==> src/rtl/ex_if.sv <==
// ex_if: ID/EX operand bundle in, EX/MEM result bundle out, for the execute stage
interface ex_if #(parameter int XLEN = 32, parameter int CTRL_W = 4);
  logic flush, in_valid, alu_src;
  logic [XLEN-1:0] reg_data1, reg_data2, imm, pc, wb_data, mem_data;
  logic [2:0] funct3;
  logic [6:0] funct7;
  logic [1:0] alu_op, forward_a, forward_b;
  logic [4:0] rd_in, rd_out;
  logic [CTRL_W-1:0] ctrl_in, ctrl_out;
  logic stall, out_valid, zero;
  logic [XLEN-1:0] alu_out, pc_branch, rs2_final;
  modport master (
    output flush, in_valid, alu_src, reg_data1, reg_data2, imm, pc, wb_data, mem_data,
           funct3, funct7, alu_op, forward_a, forward_b, rd_in, ctrl_in,
    input  stall, out_valid, zero, alu_out, pc_branch, rs2_final, rd_out, ctrl_out
  );
  modport slave (
    input  flush, in_valid, alu_src, reg_data1, reg_data2, imm, pc, wb_data, mem_data,
           funct3, funct7, alu_op, forward_a, forward_b, rd_in, ctrl_in,
    output stall, out_valid, zero, alu_out, pc_branch, rs2_final, rd_out, ctrl_out
  );
endinterface

==> src/rtl/ex_stage_m.sv <==
// ex_stage_m: execute stage with forwarding, branch adder and iterative RV32M/RV64M unit
module ex_stage_m #(parameter int XLEN = 32, parameter int CTRL_W = 4) (
  input logic clk,
  input logic reset,
  ex_if.slave ex
);
  localparam int SW = $clog2(XLEN);
  typedef enum logic {IDLE, BUSY} state_t;
  state_t state, state_n;
  logic [SW-1:0] count, shamt;
  logic [XLEN-1:0] op_a, rs2f, op_b, alu_res, sra_v, ma, mb, a_mag, b_mag, q_s, r_s, m_res, pcb_l, rs2_l;
  logic [2*XLEN-1:0] acc, acc_n, prod;
  logic [XLEN:0] sum, sh, diff;
  logic [2:0] f3_l;
  logic [4:0] rd_l;
  logic [CTRL_W-1:0] ctrl_l;
  logic is_m, accept, last, sgn_a, sgn_b, sa, sb, bz;
  assign op_a = ex.forward_a == 2'b00 ? ex.reg_data1 : ex.forward_a == 2'b01 ? ex.wb_data :
                ex.forward_a == 2'b10 ? ex.mem_data : '0;
  assign rs2f = ex.forward_b == 2'b00 ? ex.reg_data2 : ex.forward_b == 2'b01 ? ex.wb_data :
                ex.forward_b == 2'b10 ? ex.mem_data : '0;
  assign op_b = ex.alu_src ? ex.imm : rs2f;
  assign shamt = op_b[SW-1:0];
  assign sra_v = $signed(op_a) >>> shamt;
  assign is_m = ex.alu_op == 2'b10 && ex.funct7 == 7'b0000001;
  assign accept = state == IDLE && ex.in_valid && is_m;
  assign last = state == BUSY && count == SW'(XLEN - 1);
  assign ex.stall = accept || (state == BUSY && !last);
  always_comb begin
    alu_res = op_a + op_b;
    if (ex.alu_op == 2'b01) alu_res = op_a - op_b;
    else if (ex.alu_op[1]) case (ex.funct3)
      3'b000: alu_res = (!ex.alu_op[0] && ex.funct7[5]) ? op_a - op_b : op_a + op_b;
      3'b001: alu_res = op_a << shamt;
      3'b010: alu_res = XLEN'($signed(op_a) < $signed(op_b));
      3'b011: alu_res = XLEN'(op_a < op_b);
      3'b100: alu_res = op_a ^ op_b;
      3'b101: alu_res = ex.funct7[5] ? sra_v : op_a >> shamt;
      3'b110: alu_res = op_a | op_b;
      default: alu_res = op_a & op_b;
    endcase
  end
  assign sgn_a = ex.funct3[2] ? !ex.funct3[0] : ex.funct3[1] ^ ex.funct3[0];
  assign sgn_b = ex.funct3[2] ? !ex.funct3[0] : ex.funct3[1:0] == 2'b01;
  assign a_mag = sgn_a && op_a[XLEN-1] ? -op_a : op_a;
  assign b_mag = sgn_b && op_b[XLEN-1] ? -op_b : op_b;
  // acc = {hi, lo}: shift-add multiply or restoring-divide step, one bit per cycle
  assign sum = {1'b0, acc[2*XLEN-1:XLEN]} + (acc[0] ? {1'b0, ma} : '0);
  assign sh = {acc[2*XLEN-1:XLEN], acc[XLEN-1]};
  assign diff = sh - {1'b0, mb};
  assign acc_n = !f3_l[2] ? {sum, acc[XLEN-1:1]} :
                 diff[XLEN] ? {sh[XLEN-1:0], acc[XLEN-2:0], 1'b0} : {diff[XLEN-1:0], acc[XLEN-2:0], 1'b1};
  assign prod = sa ^ sb ? -acc_n : acc_n;
  assign q_s = bz ? '1 : sa ^ sb ? -acc_n[XLEN-1:0] : acc_n[XLEN-1:0];
  assign r_s = sa ? -acc_n[2*XLEN-1:XLEN] : acc_n[2*XLEN-1:XLEN];
  assign m_res = f3_l[2] ? (f3_l[1] ? r_s : q_s) : f3_l[1:0] == 2'b00 ? prod[XLEN-1:0] : prod[2*XLEN-1:XLEN];
  always_ff @(posedge clk) begin
    if (reset) state <= IDLE;
    else state <= state_n;
  end
  always_comb begin
    state_n = (ex.flush || last) ? IDLE : accept ? BUSY : state;
  end
  always_ff @(posedge clk) begin
    if (reset) begin
      count <= '0;
      ex.out_valid <= 1'b0;
      ex.alu_out <= '0;
      ex.zero <= 1'b0;
      ex.pc_branch <= '0;
      ex.rs2_final <= '0;
      ex.rd_out <= '0;
      ex.ctrl_out <= '0;
    end else if (state == IDLE) begin
      count <= '0;
      ex.out_valid <= ex.in_valid && !is_m && !ex.flush;
      ex.alu_out <= alu_res;
      ex.zero <= alu_res == '0;
      ex.pc_branch <= ex.pc + ex.imm;
      ex.rs2_final <= rs2f;
      ex.rd_out <= ex.rd_in;
      ex.ctrl_out <= ex.ctrl_in;
      if (accept) begin
        ma <= a_mag;
        mb <= b_mag;
        acc <= {{XLEN{1'b0}}, ex.funct3[2] ? a_mag : b_mag};
        sa <= sgn_a && op_a[XLEN-1];
        sb <= sgn_b && op_b[XLEN-1];
        bz <= op_b == '0;
        f3_l <= ex.funct3;
        rd_l <= ex.rd_in;
        ctrl_l <= ex.ctrl_in;
        pcb_l <= ex.pc + ex.imm;
        rs2_l <= rs2f;
      end
    end else begin
      count <= count + SW'(1);
      acc <= acc_n;
      ex.out_valid <= last && !ex.flush;
      if (last && !ex.flush) begin
        ex.alu_out <= m_res;
        ex.zero <= m_res == '0;
        ex.pc_branch <= pcb_l;
        ex.rs2_final <= rs2_l;
        ex.rd_out <= rd_l;
        ex.ctrl_out <= ctrl_l;
      end
    end
  end
endmodule

==> src/flat_wrapper.sv <==
// flat-port wrapper written by rule: the top's interface ports become plain ports
module ex_stage_m_flat 
#(parameter int XLEN = 32, parameter int CTRL_W = 4)
  (clk, reset, ex_flush, ex_in_valid, ex_alu_src, ex_reg_data1, ex_reg_data2, ex_imm, ex_pc, ex_wb_data, ex_mem_data, ex_funct3, ex_funct7, ex_alu_op, ex_forward_a, ex_forward_b, ex_rd_in, ex_ctrl_in, ex_stall, ex_out_valid, ex_zero, ex_alu_out, ex_pc_branch, ex_rs2_final, ex_rd_out, ex_ctrl_out);
  ex_if #(.XLEN(XLEN), .CTRL_W(CTRL_W)) ex_i ();
  input logic clk;
  input logic reset;
  input wire logic [$bits(ex_i.flush)-1:0] ex_flush;
  input wire logic [$bits(ex_i.in_valid)-1:0] ex_in_valid;
  input wire logic [$bits(ex_i.alu_src)-1:0] ex_alu_src;
  input wire logic [$bits(ex_i.reg_data1)-1:0] ex_reg_data1;
  input wire logic [$bits(ex_i.reg_data2)-1:0] ex_reg_data2;
  input wire logic [$bits(ex_i.imm)-1:0] ex_imm;
  input wire logic [$bits(ex_i.pc)-1:0] ex_pc;
  input wire logic [$bits(ex_i.wb_data)-1:0] ex_wb_data;
  input wire logic [$bits(ex_i.mem_data)-1:0] ex_mem_data;
  input wire logic [$bits(ex_i.funct3)-1:0] ex_funct3;
  input wire logic [$bits(ex_i.funct7)-1:0] ex_funct7;
  input wire logic [$bits(ex_i.alu_op)-1:0] ex_alu_op;
  input wire logic [$bits(ex_i.forward_a)-1:0] ex_forward_a;
  input wire logic [$bits(ex_i.forward_b)-1:0] ex_forward_b;
  input wire logic [$bits(ex_i.rd_in)-1:0] ex_rd_in;
  input wire logic [$bits(ex_i.ctrl_in)-1:0] ex_ctrl_in;
  output wire logic [$bits(ex_i.stall)-1:0] ex_stall;
  output wire logic [$bits(ex_i.out_valid)-1:0] ex_out_valid;
  output wire logic [$bits(ex_i.zero)-1:0] ex_zero;
  output wire logic [$bits(ex_i.alu_out)-1:0] ex_alu_out;
  output wire logic [$bits(ex_i.pc_branch)-1:0] ex_pc_branch;
  output wire logic [$bits(ex_i.rs2_final)-1:0] ex_rs2_final;
  output wire logic [$bits(ex_i.rd_out)-1:0] ex_rd_out;
  output wire logic [$bits(ex_i.ctrl_out)-1:0] ex_ctrl_out;
  assign ex_i.flush = ex_flush;
  assign ex_i.in_valid = ex_in_valid;
  assign ex_i.alu_src = ex_alu_src;
  assign ex_i.reg_data1 = ex_reg_data1;
  assign ex_i.reg_data2 = ex_reg_data2;
  assign ex_i.imm = ex_imm;
  assign ex_i.pc = ex_pc;
  assign ex_i.wb_data = ex_wb_data;
  assign ex_i.mem_data = ex_mem_data;
  assign ex_i.funct3 = ex_funct3;
  assign ex_i.funct7 = ex_funct7;
  assign ex_i.alu_op = ex_alu_op;
  assign ex_i.forward_a = ex_forward_a;
  assign ex_i.forward_b = ex_forward_b;
  assign ex_i.rd_in = ex_rd_in;
  assign ex_i.ctrl_in = ex_ctrl_in;
  assign ex_stall = ex_i.stall;
  assign ex_out_valid = ex_i.out_valid;
  assign ex_zero = ex_i.zero;
  assign ex_alu_out = ex_i.alu_out;
  assign ex_pc_branch = ex_i.pc_branch;
  assign ex_rs2_final = ex_i.rs2_final;
  assign ex_rd_out = ex_i.rd_out;
  assign ex_ctrl_out = ex_i.ctrl_out;
  ex_stage_m #(.XLEN(XLEN), .CTRL_W(CTRL_W)) u_core (.clk(clk), .reset(reset), .ex(ex_i));
endmodule
==> config.mk <==
export PLATFORM = sky130hd
export DESIGN_NAME = ex_stage_m_flat
export DESIGN_NICKNAME = d
export VERILOG_FILES = /design/src/rtl/ex_if.sv /design/src/rtl/ex_stage_m.sv /design/src/flat_wrapper.sv
export SDC_FILE = /design/constraint.sdc
export NUM_CORES = 2
export LEC_CHECK = 0
export BUFFER_PORTS_ARGS = -buffer_cell sky130_fd_sc_hd__buf_2
export CAP_MARGIN = 20
export CORE_MARGIN = 2
export CORE_UTILIZATION = 25
export CTS_BUF_LIST = sky130_fd_sc_hd__clkbuf_8
export DETAILED_ROUTE_END_ITERATION = 10
export SYNTH_ARGS = -nofsm -noshare
export SYNTH_HDL_FRONTEND = slang
export SYNTH_SLANG_ARGS = --single-unit
==> constraint.sdc <==
create_clock -name clk -period 17.8 [get_ports clk]
set_input_delay 2.67 -clock clk [delete_from_list [all_inputs] [get_ports clk]]
set_output_delay 2.67 -clock clk [all_outputs]
set_load 0.02 [all_outputs]
==> results.py <==
metrics = {
    "sta": {
        "fin_skew_ns": 0.0603,
        "slew_headroom_pct": 13.0,
        "final.min_clock_period_ns": 10.08,
        "finalCritPeriodShare_pct": 56.6,
        "rsz0062_at_grt": "false",
        "setup_viol": 0,
        "whs_ns": 0.448,
        "final_hold_viol_count": 0,
        "maxSlewViolCount": 0,
        "worst_slew_pin_slew_ns": 1.30,
        "fin_tns_setup_ns": 0,
        "fmax_mhz": 99.2,
    },
    "status": {
        "run_status": "complete, no violations",
    },
    "power_and_ir_drop": {
        "switchingPower_w": 0.00111,
        "powerDensity_nw_per_um2": 67.7,
        "ir_drop_mv": 0.0664,
        "leakage_nw": 16.2,
        "comb_power_share_pct": 39.2,
        "fin_total_pwr_w": 0.00266,
        "p_clk_share_pct": 28.3,
        "swShare_pct": 41.8,
        "internal_power_w": 0.00155,
        "p_seq_share_pct": 32.5,
    },
    "grt": {
        "gr-usage-all-layers_pct": 25.8,
        "grt_pass1_wl_microns": 265000,
        "grt_pass1_vias": 35700,
        "grt_start_max_net_pins": 144,
        "antenna_found_initial": 17,
        "overflow": 0,
    },
    "cts": {
        "clock_latency_ns": 0.74,
        "cts_resized": 0,
        "clk_pin_slew_ns": 0.07,
        "numCtsBuffers": 58,
        "cts_tree": "built",
        "cts_setup_buffers": 0,
        "postCtsHoldBufs": 0,
        "htree_levels": 2,
        "root_buffer": "clkbuf_8",
        "clock_path_buffers": 3,
        "cts.sinks": 320,
    },
    "finish": {
        "nFillCells": 14700,
        "final_common_cell": "nor2_1",
        "final_cell_mix": "nor2_1, a21oi_1, nand2_1",
        "syn_to_final_growth_pct": 14.9,
        "drive_gt1_share_pct": 14.3,
        "final_nets": 4970,
        "fin_area_sq_um": 39300,
    },
    "worst_setup_path": {
        "crit_slowest_cell": "a2111oi_0",
        "worst-path-buf-inv": 5,
        "crit_required_ns": 18.43,
        "path_depth": 27,
        "reg2reg_depth": 28,
        "crit_top_cell": "o211ai_1",
        "crit_arrival_ns": 10.70,
        "cp-start-kind": "input port",
        "path_max_fanout": 44,
        "rrSetupSlack_ns": 8.48,
        "crit_family": "compound AO/OA/AOI/OAI gates",
        "endpoint_kind": "register",
        "crit_type": "in2reg",
        "critPathMaxStageDelay_ns": 0.81,
    },
    "route": {
        "detail-route-antenna-nets": 0,
        "viasPerCell": 5.94,
        "wl_per_cell_microns": 29.6,
        "vias": 37900,
        "post-route-drc-count": 0,
        "first_pass_iters": 6,
        "drt_wl_total_microns": 189000,
        "drtIter0Drc": 4755,
    },
    "synthesis": {
        "ys_types": 113,
        "synth_xor_area_share_pct": 6.20,
        "synth-compound-area-share_pct": 27.4,
        "synth-simple-area-share_pct": 19.6,
        "post_synth_fa_ha_maj_area_fraction_pct": 7.59,
        "ys_ff_latch": 320,
        "synthArstFlopShare_pct": 0,
        "syn_nets": 4725,
        "yosysWarnings": 0,
        "synth_cells": 4298,
        "synthMuxAreaShare_pct": 9.20,
        "synth_top_family_by_area": "compound AO/OA/AOI/OAI gates",
        "syn_area_per_cell_sq_um": 7.95,
        "synth-edff-count": 207,
        "synthFlopType": "edfxtp_1",
        "synthesis.area_sq_um": 34200,
        "ys_seq_area_share_pct": 24.8,
    },
    "placed_design": {
        "dpl_cell_area_sq_um": 38100,
        "place_congestion": 1.02,
        "port_buffers": 329,
        "dpl.hpwl_microns": 148000,
    },
    "floorplan": {
        "dieArea_sq_um": 140000,
        "die_height_microns": 374,
        "fp-row-count": 135,
        "die_w_microns": 374,
        "start_util_pct": 25.2,
        "core_area_sq_um": 136000,
        "num_io_pins": 330,
    },
    "worst_hold_path": {
        "holdPathStages": 1,
        "hold_path.class": "reg2reg",
    },
    "job": {
        "cap_violations": 0,
    },
}
## power groups by stage
stage / sequential [W] / clock, W / combinational (W)
floorplan: 0.000889 / 0 / 0.000566
global placement: 0.000878 / 0 / 0.00100
detailed placement: 0.000877 / 0 / 0.000994
CTS: 0.000862 / 0.000758 / 0.000999
global route: 0.000864 / 0.000784 / 0.00109
finish: 0.000864 / 0.000752 / 0.00104
## synthesized netlist by cell type, types with 38 or more instances
library cell | count | area share, %
xor2_1 | 66 | 1.7
a22o_1 | 47 | 1.2
buf_2 | 42 | 0.61
nor2_1 | 484 | 5.3
nand2_1 | 360 | 4.0
inv_1 | 172 | 1.9
nand3_1 | 75 | 1.1
ha_1 | 201 | 7.4
and2_1 | 79 | 1.4
o21ai_0 | 212 | 3.1
a221oi_1 | 43 | 1.1
a21o_1 | 52 | 1.1
xnor2_1 | 176 | 4.5
clkbuf_1 | 184 | 2.0
a31oi_1 | 73 | 1.3
o22ai_1 | 38 | 0.70
o31ai_1 | 44 | 0.97
a211oi_1 | 61 | 1.3
mux2i_1 | 284 | 8.3
edfxtp_1 | 207 | 18
nor3_1 | 99 | 1.4
o211ai_1 | 47 | 1.0
dfxtp_1 | 113 | 6.6
a21oi_1 | 365 | 5.3
## flip-flops by register name (all words and copies together), names as in the netlist
signal               count
u_core.ex.ctrl_out       4
u_core.sa                1
u_core.ex.rs2_final     32
u_core.sb                1
u_core.count             5
u_core.f3_l              3
u_core.ex.zero           1
u_core.rs2_l            32
u_core.state             1
u_core.ex.out_valid      1
u_core.acc              64
u_core.ma               32
u_core.ctrl_l            4
u_core.ex.pc_branch     32
u_core.bz                1
u_core.ex.rd_out         5
u_core.mb               32
u_core.pcb_l            32
u_core.ex.alu_out       32
u_core.rd_l              5
## cells by family after synthesis
family                   count (synthesis)
AND/OR/NAND/NOR                       1401
AO/OA/AOI/OAI                         1373
buffers and inverters                  450
flip-flops                             320
multiplexers                           307
XOR/XNOR                               242
adder cells (fa/ha/maj)                205
## worst register-to-register path, delay by kind of cell (launching register included)
kind | cells | cell delay (ns)
compound gates | 9 | 2.45
simple gates | 11 | 4.59
fa+ha+maj | 3 | 0.89
xor+xnor | 1 | 0.23
buf+inv | 4 | 0.68
flops | 1 | 0.38
## final timing paths
path	startpoint	end
worst max-delay path	ex_forward_b[0]	u_core.ex.zero
worst min-delay path	u_core.count[0]	u_core.count[0]
worst max register to register	u_core.acc[31]	u_core.ex.zero
worst min register to register	u_core.count[0]	u_core.count[0]
## final cells by class
type	instances	area (sq um)	area share, %
Antenna cell	7	17.5	0.0446
Sequential cell	320	8480	21.6
Tap cell	1781	2230	5.67
Inverter	185	697	1.77
Clock inverter	44	303	0.771
Multi-Input combinational cell	3528	24100	61.4
Clock buffer	64	881	2.24
Timing Repair Buffer	450	2570	6.54
## per-layer routing
layer  routed length [microns]  GRT usage (%)  vias up
met4                     12300           13.9       10
met2                     79600           38.9     2437
met5                        60              0        -
met1                     77000           34.2    18400
li1                          -              -    16600
met3                     20000           5.55      441
## metrics by stage
step	std cells	util [%]	setup WS [ns]
floorplan	4298	-	1.27
global placement	6261	28.1	7.47
detailed placement	6263	28.1	7.34
CTS	6371	28.9	8.06
global route	6373	29.0	7.52
finish	6379	29.0	7.72
Note: power is estimated with default switching activity, not from simulation.
